<file path="config.mk">
export PLATFORM = sky130hd
export DESIGN_NAME = template_match_scheduler
export DESIGN_NICKNAME = d
export VERILOG_FILES = /design/src/rtl/template_match_scheduler_pkg.sv /design/src/rtl/match_argmax.sv /design/src/rtl/template_match_scheduler.sv
export SDC_FILE = /design/constraint.sdc
export NUM_CORES = 1
export LEC_CHECK = 0
export BUFFER_PORTS_ARGS = -buffer_cell sky130_fd_sc_hd__buf_2
export CORE_ASPECT_RATIO = 1.5
export CORE_MARGIN = 3
export CORE_UTILIZATION = 37
export DETAILED_ROUTE_END_ITERATION = 8
export GPL_TIMING_DRIVEN = 0
export PLACE_DENSITY_LB_ADDON = 0.3
export SYNTH_ARGS = -nofsm -noshare
export SYNTH_HDL_FRONTEND = slang
export SYNTH_SLANG_ARGS = --single-unit
</file>
<file path="constraint.sdc">
create_clock -name clk -period 9.8 [get_ports clk]
set_input_delay 0.98 -clock clk [delete_from_list [all_inputs] [get_ports clk]]
set_output_delay 0.98 -clock clk [all_outputs]
set_load 0.005 [all_outputs]
</file>
<file path="src/rtl/template_match_scheduler_pkg.sv">
// Shared constants and FSM state encoding for the template match scheduler.
package template_match_scheduler_pkg;

  localparam int unsigned ADDR_W  = 12;
  localparam int unsigned N_DIGIT = 10;
  localparam int unsigned PIX_CNT = 4096;
  localparam int unsigned DIGIT_W = 4;

  typedef enum logic [2:0] {
    ST_IDLE,
    ST_SCAN,
    ST_DRAIN,
    ST_SELECT,
    ST_DONE
  } state_e;

endpackage

</file>
<file path="src/rtl/match_argmax.sv">
// Sequential argmax over the per-digit match counters, one counter per step.
module match_argmax #(
  parameter int unsigned N_DIGIT = 10,
  parameter int unsigned CNT_W   = 13,
  parameter int unsigned IDX_W   = 4
) (
  input  logic                              clk,
  input  logic                              rst_n,
  input  logic                              step,
  input  logic [N_DIGIT-1:0][CNT_W-1:0]     cnt,
  output logic [IDX_W-1:0]                  best_idx_c,
  output logic [CNT_W-1:0]                  best_val_c,
  output logic                              last_c
);

  logic [IDX_W-1:0] idx_q;
  logic [IDX_W-1:0] best_idx_q;
  logic [CNT_W-1:0] best_val_q;
  logic [CNT_W-1:0] cur_c;
  logic             take_c;

  // Index 0 always loads; later entries replace only when strictly greater.
  always_comb begin
    cur_c      = cnt[idx_q];
    take_c     = (idx_q == '0) || (cur_c > best_val_q);
    best_val_c = take_c ? cur_c : best_val_q;
    best_idx_c = take_c ? idx_q : best_idx_q;
    last_c     = (idx_q == IDX_W'(N_DIGIT - 1));
  end

  always_ff @(posedge clk or negedge rst_n) begin
    if (!rst_n) begin
      idx_q      <= '0;
      best_idx_q <= '0;
      best_val_q <= '0;
    end else if (step) begin
      idx_q      <= idx_q + IDX_W'(1);
      best_idx_q <= best_idx_c;
      best_val_q <= best_val_c;
    end else begin
      idx_q <= '0;
    end
  end

endmodule

</file>
<file path="src/rtl/template_match_scheduler.sv">
// Scans all template ROMs against the binarized image in parallel and reports
// the digit whose template matches the most pixels.
module template_match_scheduler #(
  parameter int unsigned ADDR_W  = template_match_scheduler_pkg::ADDR_W,
  parameter int unsigned N_DIGIT = template_match_scheduler_pkg::N_DIGIT,
  parameter int unsigned RD_LAT  = 1
) (
  input  logic                                              clk,
  input  logic                                              rst_n,
  input  logic                                              start,
  input  logic                                              abort,
  output logic                                              busy,
  output logic                                              done,
  output logic [ADDR_W-1:0]                                 rom_ad,
  output logic                                              rom_ce,
  input  logic [N_DIGIT-1:0]                                tpl_bit,
  output logic [ADDR_W-1:0]                                 img_ad,
  output logic                                              img_rd_en,
  input  logic                                              img_bit,
  output logic [template_match_scheduler_pkg::DIGIT_W-1:0]  digit,
  output logic [ADDR_W:0]                                   score
);

  import template_match_scheduler_pkg::*;

  localparam int unsigned CNT_W   = ADDR_W + 1;
  localparam int unsigned DRAIN_W = (RD_LAT > 1) ? $clog2(RD_LAT) : 1;

  state_e                         state_q, state_d;
  logic [ADDR_W-1:0]              addr_q;
  logic [DRAIN_W-1:0]             drain_q;
  logic [RD_LAT-1:0]              vld_q;
  logic [N_DIGIT-1:0][CNT_W-1:0]  cnt_q;
  logic                           scan_q;
  logic                           busy_d, scan_d, done_d;
  logic [DIGIT_W-1:0]             best_idx_c;
  logic [CNT_W-1:0]               best_val_c;
  logic                           last_c;

  assign rom_ad    = addr_q;
  assign img_ad    = addr_q;
  assign rom_ce    = scan_q;
  assign img_rd_en = scan_q;

  always_ff @(posedge clk or negedge rst_n) begin
    if (!rst_n) state_q <= ST_IDLE;
    else        state_q <= state_d;
  end

  // Next state and next values of the registered outputs.
  always_comb begin
    state_d = state_q;
    busy_d  = 1'b0;
    scan_d  = 1'b0;
    done_d  = 1'b0;
    case (state_q)
      ST_IDLE:   if (start) state_d = ST_SCAN;
      ST_SCAN:   if (&addr_q) state_d = ST_DRAIN;
      ST_DRAIN:  if (drain_q == DRAIN_W'(RD_LAT - 1)) state_d = ST_SELECT;
      ST_SELECT: if (last_c) state_d = ST_DONE;
      ST_DONE:   state_d = ST_IDLE;
      default:   state_d = ST_IDLE;
    endcase
    if (abort && (state_q != ST_IDLE)) state_d = ST_IDLE;
    busy_d = (state_d != ST_IDLE);
    scan_d = (state_d == ST_SCAN);
    done_d = (state_d == ST_DONE);
  end

  always_ff @(posedge clk or negedge rst_n) begin
    if (!rst_n) begin
      busy   <= 1'b0;
      done   <= 1'b0;
      scan_q <= 1'b0;
      digit  <= '0;
      score  <= '0;
    end else begin
      busy   <= busy_d;
      done   <= done_d;
      scan_q <= scan_d;
      if (done_d) begin
        digit <= best_idx_c;
        score <= best_val_c;
      end
    end
  end

  // Address counter restarts at 0 on entry to SCAN and stops at the last pixel.
  always_ff @(posedge clk or negedge rst_n) begin
    if (!rst_n) begin
      addr_q  <= '0;
      drain_q <= '0;
    end else begin
      if (state_d == ST_SCAN)
        addr_q <= (state_q == ST_SCAN) ? addr_q + ADDR_W'(1) : '0;
      drain_q <= (state_q == ST_DRAIN) ? drain_q + DRAIN_W'(1) : '0;
    end
  end

  // Valid line tags the cycles on which ROM/image data is returned.
  always_ff @(posedge clk or negedge rst_n) begin
    if (!rst_n)                               vld_q <= '0;
    else if (abort && (state_q != ST_IDLE))   vld_q <= '0;
    else                                      vld_q <= RD_LAT'({vld_q, scan_q});
  end

  always_ff @(posedge clk or negedge rst_n) begin
    if (!rst_n) begin
      cnt_q <= '0;
    end else if ((state_q == ST_IDLE) && start) begin
      cnt_q <= '0;
    end else if (vld_q[RD_LAT-1]) begin
      for (int unsigned d = 0; d < N_DIGIT; d++)
        if (tpl_bit[d] == img_bit) cnt_q[d] <= cnt_q[d] + CNT_W'(1);
    end
  end

  match_argmax #(
    .N_DIGIT (N_DIGIT),
    .CNT_W   (CNT_W),
    .IDX_W   (DIGIT_W)
  ) u_argmax (
    .clk        (clk),
    .rst_n      (rst_n),
    .step       (state_q == ST_SELECT),
    .cnt        (cnt_q),
    .best_idx_c (best_idx_c),
    .best_val_c (best_val_c),
    .last_c     (last_c)
  );

endmodule

</file>
==> impl_metrics.env, run 1 <==
export IMPL_htree_levels=4
export IMPL_min_from="drain_q$_DFF_PN0_"
export IMPL_cts_root_buffer="clkbuf_16"
export IMPL_min_delay_path_depth=1
export IMPL_period_needed_ps=4160
export IMPL_grt_max_degree=113
export IMPL_tightest_slew_ps=1130
export IMPL_fin_util_pct=42.6
export IMPL_hold_buffers=0
export IMPL_ctsResizeCount=0
export IMPL_cts_tree="built"
export IMPL_ys_ff_latch=188
export IMPL_path_cells="buf_4 > buf_4 > mux4_2 > a21oi_1 > o21ai_0 > ha_1 > a21oi_1 > o21ai_0 > a221oi_1 > o211ai_1 > nor2b_1 > buf_4 > buf_4 > mux2_2"
export IMPL_cp_max_fo=10
export IMPL_seq_area_frac_synth_pct=45.6
export IMPL_r2r_setup_slack_ps=5640
export IMPL_die_w_um=142
export IMPL_finalCritPeriodShare_pct=42.5
export IMPL_crit_path_end_kind="flip-flop"
export IMPL_num_fill_cells=2603
export IMPL_reg2reg_depth=14
export IMPL_cts_clk_slew_worst_paths_ps=70
export IMPL_grt_total_usage_pct=17.6
export IMPL_arrival_ps=4500
export IMPL_wl_per_cell_um=17.2
export IMPL_worstPathRequired_ps=10140
export IMPL_fmax_mhz=240
export IMPL_route_detailed_drc=0
export IMPL_cts_buffer_depth=2
export IMPL_pwr_density_cell_nw_per_um2=156
export IMPL_drive_gt1_share_pct=16.1
export IMPL_avgSynthCellArea_um2=9.86
export IMPL_cpMostUsedCell="buf_4"
export IMPL_leakage_nw=5.15
export IMPL_cts_sinks=188
export IMPL_slew_violations=0
export IMPL_slew_headroom_pct=24.1
export IMPL_dieArea_um2=30000
export IMPL_clkLatencyLatePin_ps=450
export IMPL_crit_type="reg -> reg"
export IMPL_postSynthCellCount=1046
export IMPL_grt_pass1_wl_um=41800
export IMPL_grt_pass1_vias=7913
export IMPL_final_hold_viol_count=0
export IMPL_layout_common_cells="dfrtp_1 (188), nor2_1 (166), nand2_1 (94)"
export IMPL_rr_endpoint="u_argmax.best_val_q[9]$_DFFE_PN0N_"
export IMPL_r2r_start="u_argmax.idx_q[0]$_DFF_PN0_"
export IMPL_routed_via_density=5.23
export IMPL_maxCapViolations=0
export IMPL_vias=7728
export IMPL_cts_buffers=17
export IMPL_ys_warn_count=0
export IMPL_finalSetupViolCount=0
export IMPL_dr_pass1_iters=5
export IMPL_ys_types=48
export IMPL_place_area_um2=11100
export IMPL_hp_class="reg -> reg"
export IMPL_die_y_um=210
export IMPL_start_kind="flip-flop"
export IMPL_io_buffers=57
export IMPL_fin_worst_skew_ps=11.5
export IMPL_synth_nets=1088
export IMPL_wirelength_um=25400
export IMPL_rsz0062_at_grt="no"
export IMPL_hold_end="drain_q$_DFF_PN0_"
export IMPL_final_nets=1165
export IMPL_areaGrowthSynthToFinish_pct=12.9
export IMPL_ioPinCount=60
export IMPL_synth_area_um2=10300
export IMPL_grt_antenna_before_repair=0
export IMPL_start_util_pct=37.8
export IMPL_peakVddDrop_mv=0.103
export IMPL_drtAntennaViolNets=0
export IMPL_dp_hpwl_um=19000
export IMPL_layout_commonest_cell="dfrtp_1"
export IMPL_core_area_um2=27300
export IMPL_slowest_delay_ps=530
export IMPL_postCtsSetupBuffers=0
export IMPL_fin_area_um2=11600
export IMPL_num_rows=74
export IMPL_slowest_stage="mux4_2"
export IMPL_dr_first_iter_drc_count=409
export IMPL_place_congestion=0.962
export IMPL_status="finished, final reports clean"
export IMPL_setup_tns_ps=0
export IMPL_grt_overflow_total=0
-- worst max-delay path by stage --
| stage | from | to | slack (ps) |
|---|---|---|---|
| finish | u_argmax.idx_q[0]$_DFF_PN0_ | u_argmax.best_val_q[9]$_DFFE_PN0N_ | 5640 |
| CTS | u_argmax.idx_q[0]$_DFF_PN0_ | u_argmax.best_val_q[9]$_DFFE_PN0N_ | 5610 |
| global route | u_argmax.idx_q[0]$_DFF_PN0_ | u_argmax.best_val_q[10]$_DFFE_PN0N_ | 5370 |
| detailed placement | u_argmax.idx_q[0]$_DFF_PN0_ | u_argmax.best_val_q[9]$_DFFE_PN0N_ | 5630 |
| global placement | rst_n | cnt_q[103]$_DFFE_PN0P_ | 4500 |
| floorplan | u_argmax.idx_q[0]$_DFF_PN0_ | u_argmax.best_val_q[10]$_DFFE_PN0N_ | 6350 |
-- where the power goes --
part	switching, mW	total [mW]	internal, mW	leakage (nW)
Sequential	0.0575	0.879	0.821	2.57
Combinational	0.144	0.247	0.103	2.32
Clock	0.319	0.690	0.372	0.263
-- critical path, delay by kind of cell (launching register included) --
kind | cells | cell delay, ps
muxes | 2 | 810
AOI/OAI and AO/OA | 6 | 1470
adders and majority gates | 1 | 350
and+or+nand+nor | 1 | 160
DFF | 1 | 400
buffers and inverters | 4 | 850
-- synthesized netlist by cell type (all sizes together) --
master	instances	area (um^2)
dfrtp	188	4700
nor2	166	623
nand2	94	353
xor2	81	709
nand3	77	385
xnor2	46	403
a21oi	45	225
o21ai	44	220
buf	41	250
ha	27	338
mux4	26	586
and3	24	150
inv	24	90.1
clkbuf	21	78.8
mux2i	20	200
mux2	18	203
nor3	16	100
nand4	14	87.6
and2	12	75.1
o311ai	12	105
or3	7	48.8
and4	5	43.8
nor4b	4	62.6
a31oi	3	18.8
and4bb	3	37.5
nand2b	3	18.8
nand3b	3	22.5
nand4b	3	26.3
nor2b	3	18.8
and3b	2	17.5
nor3b	2	15.0
o2111a	2	22.5
a211o	1	8.76
a211oi	1	7.51
a21o	1	7.51
a221o	1	10.0
a221oi	1	8.76
clkinv	1	3.75
nor4	1	6.26
o211ai	1	7.51
or2	1	6.26
or4	1	7.51
-- sequential cells by signal, summed over array words and instances (netlist names) --
register,flops
cnt_q,130
img_ad,12
u_argmax.best_val_q,13
drain_q,1
u_argmax.best_idx_q,4
u_argmax.idx_q,4
state_q,3
digit,4
score,13
done,1
vld_q,1
busy,1
img_rd_en,1
-- metal layers --
| metal | routed length [um] | up-vias | GRT usage (%) |
|---|---|---|---|
| met2 | 13700 | 123 | 32.3 |
| met5 | 0 | - | 0 |
| li1 | - | 3743 | - |
| met3 | 728 | 26 | 2.95 |
| met1 | 10500 | 3836 | 20.9 |
| met4 | 442 | 0 | 5.31 |
-- through the flow --
| step | total power, mW | hold WS (ps) | std cells | setup slack, ps |
|---|---|---|---|---|
| 5_1_grt | 1.90 | 443 | 1478 | 5370 |
| 4_1_cts | 1.83 | 435 | 1478 | 5610 |
| 3_3_place_gp | 1.13 | 419 | 1445 | 4500 |
| 2_1_floorplan | 1.04 | 409 | 1046 | 6350 |
| 3_5_place_dp | 1.14 | 425 | 1446 | 5630 |
| 6_report | 1.82 | 430 | 1479 | 5640 |
-- kinds of logic (layout without fill, tap and decap cells) --
family          count (synthesis)  after routing  share of synthesized area, %
compound gates                112            112                          6.22
xor+xnor                      127            127                          10.8
fa+ha+maj                      27             27                          3.28
buf+inv                        87            177                          4.10
flops                         188            188                          45.6
mux                            64             64                          9.58
other cells                     0              1                             0
simple gates                  441            441                          20.4
-- layout make-up --
| class | count | area (um^2) | area share [%] |
|---|---|---|---|
| repair buffers | 58 | 323 | 2.77 |
| flip-flops and latches | 188 | 4700 | 40.4 |
| inverters | 25 | 93.8 | 0.806 |
| diodes | 1 | 2.50 | 0.0215 |
| clock buffers | 20 | 467 | 4.01 |
| multi-input cells | 771 | 5190 | 44.5 |
| well taps | 342 | 428 | 3.67 |
| plain buffers | 62 | 329 | 2.83 |
| clock inverters | 12 | 114 | 0.978 |
No activity file was read; power rests on OpenSTA's default activity.
==> inputs of run 2 (changes only) <==
- clock period: 9.8 -> 4 ns (I/O delays scaled with it)
==> run 2 against run 1 <==
  * Highest routed layer unchanged
  * Clock skew is essentially flat
  * Sequential share of layout area is 0.24 points lower
  * Worst setup slack got worse by 5400 ps
  * Flip-flop and latch count unchanged
  * Non-clock buffer count rose by 1
  * Worst hold slack worse by 430 ps
==> impl_metrics.env, run 2 (synthesis results as in run 1) <==
export IMPL_status="finished, final reports clean"
export IMPL_leakage_nw=5.18
export IMPL_grt_max_degree=113
export IMPL_dieArea_um2=30000
export IMPL_setup_tns_ps=0
export IMPL_core_area_um2=27300
export IMPL_crit_path_end_kind="flip-flop"
export IMPL_layout_common_cells="dfrtp_1 (188), nor2_1 (166), nand2_1 (94)"
export IMPL_route_detailed_drc=0
export IMPL_layout_commonest_cell="dfrtp_1"
export IMPL_fmax_mhz=265
export IMPL_fin_area_um2=11700
export IMPL_reg_largest_list="cnt_q (130), score (13), u_argmax.best_val_q (13)"
export IMPL_grt_pass1_vias=7905
export IMPL_tightest_slew_ps=1130
export IMPL_areaGrowthSynthToFinish_pct=13.6
export IMPL_ioPinCount=60
export IMPL_largest_reg_flops=130
export IMPL_grt_total_usage_pct=17.6
export IMPL_pwr_share_comb_pct=13.6
export IMPL_drive_gt1_share_pct=17.2
export IMPL_p_switching_mw=1.27
export IMPL_pwr_share_seq_pct=48.4
export IMPL_p_sw_share_pct=28.6
export IMPL_hold_buffers=0
export IMPL_place_congestion=0.962
export IMPL_fin_worst_skew_ps=11.9
export IMPL_p_int_mw=3.17
export IMPL_worstPathRequired_ps=4340
export IMPL_dr_pass1_iters=5
export IMPL_cts_buffer_depth=2
export IMPL_place_area_um2=11100
export IMPL_pwr_density_cell_nw_per_um2=380
export IMPL_io_buffers=57
export IMPL_layout_setup_ws_ps=230
export IMPL_slew_violations=0
export IMPL_die_y_um=210
export IMPL_num_rows=74
export IMPL_hp_class="in -> async"
export IMPL_slew_headroom_pct=24.2
export IMPL_start_util_pct=37.8
export IMPL_cts_sinks=188
export IMPL_rsz0062_at_grt="no"
export IMPL_peakVddDrop_mv=0.254
export IMPL_die_w_um=142
export IMPL_drtAntennaViolNets=0
export IMPL_p_clk_share_pct=38.0
export IMPL_total_power_mw=4.45
export IMPL_grt_overflow_total=0
export IMPL_wirelength_um=25400
export IMPL_maxCapViolations=0
export IMPL_grt_antenna_before_repair=0
export IMPL_finalCritPeriodShare_pct=94.2
export IMPL_finalSetupViolCount=0
export IMPL_arrival_ps=4110
export IMPL_cts_buffers=17
export IMPL_routed_via_density=5.20
export IMPL_htree_levels=4
export IMPL_place_ws_ps=-170
export IMPL_n_antenna_cell=0
export IMPL_cts_clk_slew_worst_paths_ps=70
export IMPL_cts_root_buffer="clkbuf_16"
export IMPL_clkLatencyLatePin_ps=450
export IMPL_dr_first_iter_drc_count=414
export IMPL_grt_pass1_wl_um=41800
export IMPL_cts_tree="built"
export IMPL_r2r_setup_slack_ps=230
export IMPL_dp_hpwl_um=19000
export IMPL_final_hold_viol_count=0
export IMPL_period_needed_ps=3770
export IMPL_start_kind="flip-flop"
export IMPL_cp_max_fo=17
export IMPL_fin_util_pct=42.9
export IMPL_vias=7696
export IMPL_final_nets=1166
export IMPL_wl_per_cell_um=17.2
export IMPL_crit_type="reg -> reg"
export IMPL_largest_register="cnt_q"
==> run 2: cell count changes in the layout (fill, tap and decap cells not counted), sizes merged <==
cell	change
diode	-1
buf	+1
==> run 2: metal layers <==
layer / routed length, um / up-vias / track usage (%)
met3: 754 / 26 / 2.95
li1: - / 3740 / -
met4: 448 / 0 / 5.31
met5: 0 / - / 0
met1: 10500 / 3803 / 20.9
met2: 13700 / 127 / 32.3
==> run 2: stage by stage <==
step                      instances  hold slack, ps
after global placement         1445             419
final                          1479         0.00822
after global routing           1479            73.9
after detailed placement       1446             425
after CTS                      1478            57.3
after floorplan                1046             104
==> run 2: layout make-up <==
type	instances	area (um^2)
Inverter	25	93.8
Tap cell	342	428
Multi-Input combinational cell	771	5230
Buffer	61	343
Clock buffer	20	467
Timing Repair Buffer	60	338
Fill cell	2589	15600
Sequential cell	188	4700
Clock inverter	12	114
==> run 2: what timing repair did <==
action,in CTS,in global routing
buffers inserted,0,2
pin swaps,0,2
gates resized for setup,10,16
setup endpoints to repair,19,29
==> run 2: final timing paths <==
kind                                             startpoint                            endpoint  depth (start not counted)
max in group asynchronous                             rst_n               cnt_q[64]$_DFFE_PN0P_                          2
worst max-delay path            u_argmax.idx_q[0]$_DFF_PN0_  u_argmax.best_val_q[7]$_DFFE_PN0N_                         12
worst min-delay path                                  rst_n              cnt_q[107]$_DFFE_PN0P_                          1
worst min register to register            drain_q$_DFF_PN0_                   drain_q$_DFF_PN0_                          1
worst max register to register  u_argmax.idx_q[0]$_DFF_PN0_  u_argmax.best_val_q[7]$_DFFE_PN0N_                         12
min in group clk                                 tpl_bit[1]               cnt_q[14]$_DFFE_PN0P_                          4
==> run 2: power by group through the flow <==
stage,logic [mW],registers [mW],clock network (mW)
CTS,0.614,2.15,1.73
detailed placement,0.612,2.19,0
finish,0.605,2.15,1.69
floorplan,0.405,2.15,0
global route,0.691,2.17,1.80
global placement,0.593,2.18,0
==> run 2: worst max-delay path, stage by stage, from the launching register on <==
cell and delay, ps:
dfrtp_1 410, buf_6 190, mux4_2 530, a21oi_1 400, o21ai_0 260, ha_1 350
and3_1 160, and3_1 190, nor2b_1 130, o211ai_1 250, nor2b_1 170, buf_4 250
mux2_2 360
